### config.mk
export PLATFORM = sky130hd
export DESIGN_NAME = pc_fetch_unit_flat
export DESIGN_NICKNAME = d
export VERILOG_FILES = /design/src/rtl/pc_fetch_unit_if.sv /design/src/rtl/pc_fetch_unit.sv /design/src/flat_wrapper.sv
export SDC_FILE = /design/constraint.sdc
export NUM_CORES = 1
export LEC_CHECK = 0
export CAP_MARGIN = 20
export CORE_ASPECT_RATIO = 0.6
export CORE_MARGIN = 4
export CORE_UTILIZATION = 44
export DETAILED_ROUTE_END_ITERATION = 7
export GPL_ROUTABILITY_DRIVEN = 0
export PLACE_DENSITY = 0.82
export SETUP_SLACK_MARGIN = 0.05
export SLEW_MARGIN = 20
export SYNTH_ARGS = -nofsm -noshare
export SYNTH_HDL_FRONTEND = slang
export SYNTH_SLANG_ARGS = --single-unit
### constraint.sdc
create_clock -name clk -period 3.45 [get_ports clk]
set_input_delay 0.69 -clock clk [delete_from_list [all_inputs] [get_ports clk]]
set_output_delay 0.69 -clock clk [all_outputs]
set_load 0.01 [all_outputs]
### src/rtl/pc_fetch_unit_if.sv
// pc_fetch_unit_if: request/ready instruction-memory fetch port.
interface pc_fetch_unit_if;
  logic        req;
  logic [31:0] addr;
  logic        ready;
  logic [31:0] rdata;
  modport master (output req, addr, input ready, rdata);
  modport slave  (input req, addr, output ready, rdata);
endinterface

### src/rtl/pc_fetch_unit.sv
// pc_fetch_unit: PC register with IDLE/FETCH/EXEC sequencing and next-PC adder.
// Define PC_MISALIGN_TRAP_EN to redirect targets with bit 1 set to TRAP_VEC and pulse trap.
module pc_fetch_unit #(
  parameter logic [31:0] RESET_PC = 32'h0000_0000,
  parameter logic [31:0] TRAP_VEC = 32'h0000_0100
) (
  input  logic             clk,
  input  logic             rst_n,
  input  logic             PCAsrc,
  input  logic             PCBsrc,
  input  logic [31:0]      imm,
  input  logic [31:0]      rs1,
  input  logic             commit,
  input  logic             stall,
  pc_fetch_unit_if.master  imem,
  output logic [31:0]      pc,
  output logic [31:0]      pc_plus4,
  output logic [31:0]      instr,
  output logic             instr_valid,
  output logic             trap
);
  typedef enum logic [1:0] {IDLE, FETCH, EXEC} state_t;
  state_t      state, state_next;
  logic        go, trap_hit;
  logic [31:0] sum, tgt, next_pc;
  always_comb begin
    go = state == EXEC && commit && !stall;
    state_next = state == IDLE ? FETCH :
                 state == FETCH ? (imem.ready ? EXEC : FETCH) :
                 (go ? FETCH : EXEC);
    imem.req = state == FETCH;
    imem.addr = pc;
    instr_valid = state == EXEC;
    pc_plus4 = pc + 32'd4;
    sum = (PCAsrc ? imm : 32'd4) + (PCBsrc ? rs1 : pc);
    tgt = {sum[31:1], sum[0] & ~PCBsrc};
`ifdef PC_MISALIGN_TRAP_EN
    trap_hit = go && tgt[1];
    next_pc = tgt;
`else
    trap_hit = 1'b0;
    next_pc = tgt & ~32'h2;
`endif
  end
  always_ff @(posedge clk or negedge rst_n)
    if (!rst_n) state <= IDLE;
    else state <= state_next;
  // trap is a one-cycle pulse; in the default build its input is constant 0
  always_ff @(posedge clk or negedge rst_n)
    if (!rst_n) begin
      pc <= RESET_PC;
      instr <= 32'h0000_0013;
      trap <= 1'b0;
    end else begin
      trap <= trap_hit;
      if (go) pc <= trap_hit ? TRAP_VEC : next_pc;
      if (state == FETCH && imem.ready) instr <= imem.rdata;
    end
endmodule

### src/flat_wrapper.sv
// flat-port wrapper written by rule: the top's interface ports become plain ports
module pc_fetch_unit_flat 
#(
  parameter logic [31:0] RESET_PC = 32'h0000_0000,
  parameter logic [31:0] TRAP_VEC = 32'h0000_0100
)
  (clk, rst_n, PCAsrc, PCBsrc, imm, rs1, commit, stall, pc, pc_plus4, instr, instr_valid, trap, imem_req, imem_addr, imem_ready, imem_rdata);
  pc_fetch_unit_if imem_i ();
  input  logic clk;
  input  logic rst_n;
  input  logic PCAsrc;
  input  logic PCBsrc;
  input  logic [31:0] imm;
  input  logic [31:0] rs1;
  input  logic commit;
  input  logic stall;
  output logic [31:0] pc;
  output logic [31:0] pc_plus4;
  output logic [31:0] instr;
  output logic instr_valid;
  output logic trap;
  output wire logic [$bits(imem_i.req)-1:0] imem_req;
  output wire logic [$bits(imem_i.addr)-1:0] imem_addr;
  input wire logic [$bits(imem_i.ready)-1:0] imem_ready;
  input wire logic [$bits(imem_i.rdata)-1:0] imem_rdata;
  assign imem_req = imem_i.req;
  assign imem_addr = imem_i.addr;
  assign imem_i.ready = imem_ready;
  assign imem_i.rdata = imem_rdata;
  pc_fetch_unit #(.RESET_PC(RESET_PC), .TRAP_VEC(TRAP_VEC)) u_core (.clk(clk), .rst_n(rst_n), .PCAsrc(PCAsrc), .PCBsrc(PCBsrc), .imm(imm), .rs1(rs1), .commit(commit), .stall(stall), .imem(imem_i), .pc(pc), .pc_plus4(pc_plus4), .instr(instr), .instr_valid(instr_valid), .trap(trap));
endmodule
==> reports/results.ini, run 1 <==
[outcome]
status=complete, no violations

[sta]
post-route-min-period_ns=3.34
setup-tns-final_ns=0
grt_setup_unrepaired=false
worstMarginPinSlew_ns=0.811
final-hold-violation-count=0
drv_slew=0
skew_ns=0.00925
fmax_mhz=299
slew_headroom_pct=45.8
setup_viol=0
fin_crit_sh_pct=96.9

[grt]
overflow=0
antenna_found_initial=0
grt_usage_pct=27.1
grt_pass1_wl_um=31700
grt_pass1_vias=6240
grt_max_degree=45

[setup_path]
crit_type=in -> reg
slowest_stage=o21ai_0
cp.required_ns=3.71
path_max_fanout=15
path_buf_inv=3
cpMostUsedCell=a31oi_1
critPathMaxStageDelay_ns=0.40
critPathLaunchType=input pin
arrival_ns=3.60
path_cells=dlygate4sd2_1 -> bufbuf_16 -> mux2_2 -> ha_1 -> nand2_1 -> buf_4 -> o21ai_0 -> o21ba_2 -> a211o_2 -> a21oi_1 -> a31oi_1 -> a31oi_1
cp-end-kind=register
crit_family=compound AO/OA/AOI/OAI gates

[yosys]
ys_types=64
yosysTopAreaCellShare_pct=27.6
synthArstFlopShare_pct=100
netlist_area_um2=5620
synth.most_common_cell=nand2_1
syn_area_per_cell_um2=8.68
synth_top_cells_by_area=dfrtp_1 (28%), mux2_2 (12%), ha_1 (7.1%), xnor2_1 (5.3%), buf_4 (5.2%)
ys_warn_count=0
synthTopCellsByCount=nand2_1 (73), dfrtp_1 (62), mux2_2 (58)
syn_inst=647
seq_area_frac_synth_pct=29.0
synth_top_area_cell=dfrtp_1
ys_ff_latch=65
synth_ff_type=dfrtp_1
synth_edf_count=0

[floorplanning]
die-area_um2=14700
io_pins=234
initial_core_util_pct=45.8
die_x_um=154
fp.dieH_um=95.5
rows=31
placeableCoreArea_um2=12300

[clock_tree]
clockBufferDepth=2
postCtsHoldBufs=0
insertion_delay_ns=0.34
cts-root-buf=clkbuf_16
cts_buffers=9
cts_tree=yes
htreeDepth=3
clkTransAtPathRegs_ns=0.06
cts_sinks=65

[power]
p_comb_share_pct=61.8
p_sw_share_pct=37.9
leakage_nw=3.89
internal_power_mw=4.23
p_per_area_nw_per_um2=755
irDropWorstVdd_mv=0.521
switchingPower_mw=2.58
pwr-share-seq_pct=22.1
power_frac_clock_pct=16.2

[final_layout]
area_delta_synth_final_pct=60.6
final_cell_count_no_fill=1102
diodes=0
nFillCells=935
layout-drive-gt1-share_pct=22.9
final_area_um2=9020
final_nets=1067

[drt]
dr.pass1.iters=5
drc=0
ant_nets=0
drt_wl_total_um=20600
num_vias=6120
wl_per_cell_um=18.7
post_drt_via_cell_ratio=5.55
drt_iter0_drc=514

[placed_design]
placed_area_um2=8520
dp_hpwl_um=15900
numPortBuffers=229
placedCellCount=1080

[hold_path]
holdCritPathClass=in -> async

[job]
cap_violations=0

==> final timing paths <==
check / start / end / slack (ns) / cells past startpoint
setup / recovery: PCBsrc / u_core.imem.addr[27] / 0.11 / 12
hold / removal: rst_n / u_core.instr[19] / 0.36 / 1
setup reg to reg: u_core.imem.addr[3] / u_core.imem.addr[28] / 0.55 / 11
hold reg to reg: u_core.instr[20] / u_core.instr[20] / 0.51 / 1
max in group asynchronous: rst_n / u_core.imem.addr[20] / 2.05 / 2
min in group clk: u_core.instr[20] / u_core.instr[20] / 0.51 / 1
==> per-layer routing <==
| metal | part of all wire, % | vias up | track usage [%] |
|---|---|---|---|
| met4 | 1.8 | 0 | 6.98 |
| li1 | - | 2836 | - |
| met3 | 10 | 45 | 6.80 |
| met5 | 0 | - | 0 |
| met2 | 45 | 364 | 43.7 |
| met1 | 43 | 2875 | 36.6 |
==> placed cells by master, fill, tap and decap left out, types with 4 or more instances in the layout <==
master and count:
clkdlybuf4s50_1 223, buf_4 108, nand2_1 72, dfrtp_1 59, mux2_2 58, o21ai_0 39
and2_1 35, xnor2_1 34, a21oi_1 34, ha_1 30, nor2_1 28, nand3_1 18
xor2_1 16, nand4_1 16, nor3_1 12, and3_1 9, o21a_1 9, a21o_1 9
clkbuf_16 9, inv_1 8, o31ai_1 8, a31oi_1 5, o21bai_1 4, o21ai_1 4
conb_1 4
==> power groups by stage <==
stage               Sequential (mW)  Clock (mW)  Combinational (mW)
floorplan                      1.66           0                1.79
CTS                            1.50        1.11                4.17
global placement               1.46           0                4.01
finish                         1.50        1.10                4.21
detailed placement             1.50           0                4.10
global route                   1.56        1.14                4.50
==> area by class of cell <==
class                   count  area (um^2)  area share [%]
clock inverters             7          125            1.39
flip-flops and latches     65         1630            18.1
inverters                   8         30.0           0.333
clock buffers               9          225            2.50
multi-input cells         508         3630            40.2
repair buffers            340         3170            35.2
well taps                 165          206            2.29
==> cells by family after synthesis <==
| logic type | share of synthesized area (%) |
|---|---|
| simple gates | 20.4 |
| compound gates | 15.1 |
| buf+inv | 7.95 |
| flops | 29.0 |
| mux | 12.6 |
| xor+xnor | 7.79 |
| fa+ha+maj | 7.13 |
| other cells | 0.0667 |
==> flip-flops by register name (all words and copies together) (netlist names) <==
signal / cells
u_core.imem.addr: 31
u_core.instr: 32
u_core.state: 2
==> repair_timing <==
action                     CTS  global route
hold endpoints to repair     0             0
buffers inserted             1             4
setup endpoints to repair   11             9
cloned                       1             0
gates resized for setup     17            10
pin swaps                    3             1
==> stage by stage <==
stage	hold WS, ns	util, %	worst slack [ns]	power, mW
floorplan	0.394	-	0.0635	3.45
global placement	0.473	69.5	-0.371	5.46
detailed placement	0.498	69.5	-0.428	5.60
CTS	0.362	73.2	0.0954	6.78
global route	0.386	73.6	0.0346	7.20
finish	0.364	73.6	0.105	6.81
(Power assumes the default switching activity.)
==> run 2, diff against run 1 <==
- CORE_UTILIZATION: 44 -> 40
- PLACE_DENSITY: 0.82 -> 0.79
- SLEW_MARGIN: 20 -> not set
- clock period: 3.45 -> 2.9 ns (I/O delays scaled with it)
==> run 2 against run 1 <==
Global-route usage decreased by 1.5 points; sequential power grew 15%; critical path depth shrank 4; worst hold slack worse by 0.056 ns; first-iteration DRC count rose by 11%; clock skew shrank 0.00097 ns; final area is 7.5% higher; sequential share of layout area is 1.3 points lower; clock power is 19% higher; largest power group unchanged; highest routed layer unchanged.
==> reports/results.ini, run 2 (same netlist as run 1, synthesis figures left out) <==
[power]
leakage_nw=4.14  ; +6.3%
p_per_area_nw_per_um2=875  ; +16%
irDropWorstVdd_mv=0.509  ; -2.3%
power_mw=8.49  ; +25%

[clock_tree]
clockBufferDepth=2  ; unchanged
htreeDepth=3  ; unchanged
clkTransAtPathRegs_ns=0.06  ; about the same
insertion_delay_ns=0.34  ; about the same
postCtsSetupBuffers=0  ; -1
cts_buffers=9  ; unchanged
cts-root-buf=clkbuf_16
postCtsHoldBufs=0  ; unchanged
cts_tree=yes
cts_sinks=65  ; unchanged

[final_layout]
nFillCells=1079  ; +15%
area_delta_synth_final_pct=72.6
final_nets=1095  ; +2.6%
final_cell_mix=clkdlybuf4s50_1 (210), buf_4 (135), nand2_1 (68)
diodes=0  ; unchanged
largest_reg_flops=32  ; unchanged
final_util_pct=70.8  ; -2.9 points
final_common_cell=clkdlybuf4s50_1
multi_input_area_um2=4080  ; +12%
layout-drive-gt1-share_pct=31.0  ; +8.0 points
regArea_um2=1630  ; -0.23%
regMostFlops=u_core.instr

[sta]
worstMarginPinSlew_ns=0.744  ; -0.0673 ns
drv_slew=0  ; unchanged
fmax_mhz=351
fin_crit_sh_pct=98.2
slew_headroom_pct=50.4  ; +4.6 points
post-route-min-period_ns=2.85
grt_setup_unrepaired=true
final-hold-violation-count=0  ; unchanged
skew_ns=0.00828  ; -0.000975 ns
holdWs_ns=0.308  ; -0.0560 ns
setup_viol=0  ; unchanged

[job]
cap_violations=0  ; unchanged

[grt]
antenna_found_initial=0  ; unchanged
grt_usage_pct=25.5  ; -1.5 points
overflow=0  ; unchanged
grt_pass1_wl_um=32800  ; +3.4%
met1_usage_pct=37.9  ; +1.3 points
met3_usage_pct=7.18  ; +0.38 points
grt_busiest_layer=met1
grt_pass1_vias=6141  ; -1.6%
use_met2_pct=37.5  ; -6.2 points
grt_max_degree=34  ; -24%

[drt]
num_vias=6236  ; +1.9%
ant_nets=0  ; unchanged
drc=0  ; unchanged
wl_per_cell_um=18.7  ; +0.14%
drt_wl_total_um=21600  ; +5.1%
post_drt_via_cell_ratio=5.39  ; -2.9%
dr.pass1.iters=5  ; unchanged
drt_iter0_drc=570  ; +11%

[floorplanning]
die_x_um=161  ; +4.6%
die-area_um2=16100  ; +9.3%
fp.dieH_um=99.8  ; +4.5%
initial_core_util_pct=41.0  ; -4.9 points
io_pins=234  ; unchanged
rows=33  ; +6.5%
placeableCoreArea_um2=13700  ; +12%

[setup_path]
r2r-end=u_core.imem.addr[19]
crit_path_start=u_core.imem.addr[9]
regToRegSetupSlack_ns=0.17  ; -0.38 ns
crit_type=reg -> out
cp.required_ns=2.32  ; -1.39 ns
reg2regPathDepth=10  ; -1
critPathLaunchType=register
path_max_fanout=4  ; -11
endpoint=pc_plus4[27]
arrival_ns=2.27  ; -1.33 ns
cp-end-kind=output port
r2r_start=u_core.imem.addr[11]

[placed_design]
numPortBuffers=229  ; unchanged
dp_hpwl_um=16300  ; +2.6%

[outcome]
status=complete, no violations

[hold_path]
holdCritPathClass=in -> async

## run 2: changes by cell type in the layout (fill, tap and decap cells not counted), sizes merged
cell / delta
clkbuf: +2
clkinv: +1
dlymetal6s2s: +1
dlygate4sd2: +4
inv: -1
clkdlybuf4s15: +1
buf: +33
clkdlybuf4s50: -13
## run 2: routing by layer
| layer | part of all wire, % | wire [um] |
|---|---|---|
| met4 | 1.1 | 239 |
| met3 | 9.9 | 2130 |
| met2 | 42 | 9170 |
| met1 | 47 | 10100 |
| met5 | 0 | 0 |
## run 2: worst min-delay path by stage
stage                      from                   end  slack [ns]  cells past startpoint
6_report                  rst_n   u_core.imem.addr[5]        0.31                      1
4_1_cts                   rst_n  u_core.imem.addr[31]        0.31                      1
2_1_floorplan             rst_n   u_core.imem.addr[0]        0.28                      0
5_1_grt                   rst_n  u_core.imem.addr[31]        0.35                      1
3_5_place_dp   u_core.instr[10]      u_core.instr[10]        0.48                      1
3_3_place_gp   u_core.instr[13]      u_core.instr[13]        0.48                      1
## run 2: report_power, final
group | leakage (nW) | internal [mW] | switching (mW)
clock network | 0.171 | 0.850 | 0.465
registers | 0.787 | 1.36 | 0.368
logic | 3.18 | 3.06 | 2.39
## run 2: area by class of cell
| cell class | instances | area share (%) |
|---|---|---|
| sequential | 65 | 16.8 |
| inverter | 8 | 0.310 |
| timing repair buffer | 368 | 34.8 |
| multi-input combinational | 508 | 42.0 |
| tap | 192 | 2.48 |
| clock inverter | 7 | 1.29 |
| clock buffer | 9 | 2.32 |
## run 2: repair_timing
| item | in CTS | in global routing |
|---|---|---|
| endpoints found under the setup margin | 34 | 28 |
| pin swaps | 5 | 11 |
| resized for setup | 53 | 43 |
| gates cloned | 1 | 0 |
## run 2: worst max-delay path, cell delays in order (launching register included)
cell	delay, ns
dfrtp_1	0.36
and3_4	0.21
nand3_4	0.15
nor4_4	0.36
nand3_1	0.13
buf_4	0.18
nor2_1	0.12
xor2_1	0.16
clkdlybuf4s15_2	0.25
## run 2: per-stage QoR
step           std cells  setup WS (ns)  setup TNS (ns)  area [um^2]
6_report            1157         0.0527               0         9700
5_1_grt             1157        -0.0265         -0.0591         9700
4_1_cts             1157         0.0495               0         9510
3_5_place_dp        1140         -0.478           -7.92         9050
3_3_place_gp        1140         -0.376           -5.85         9050
2_1_floorplan        650        0.00822               0         5960
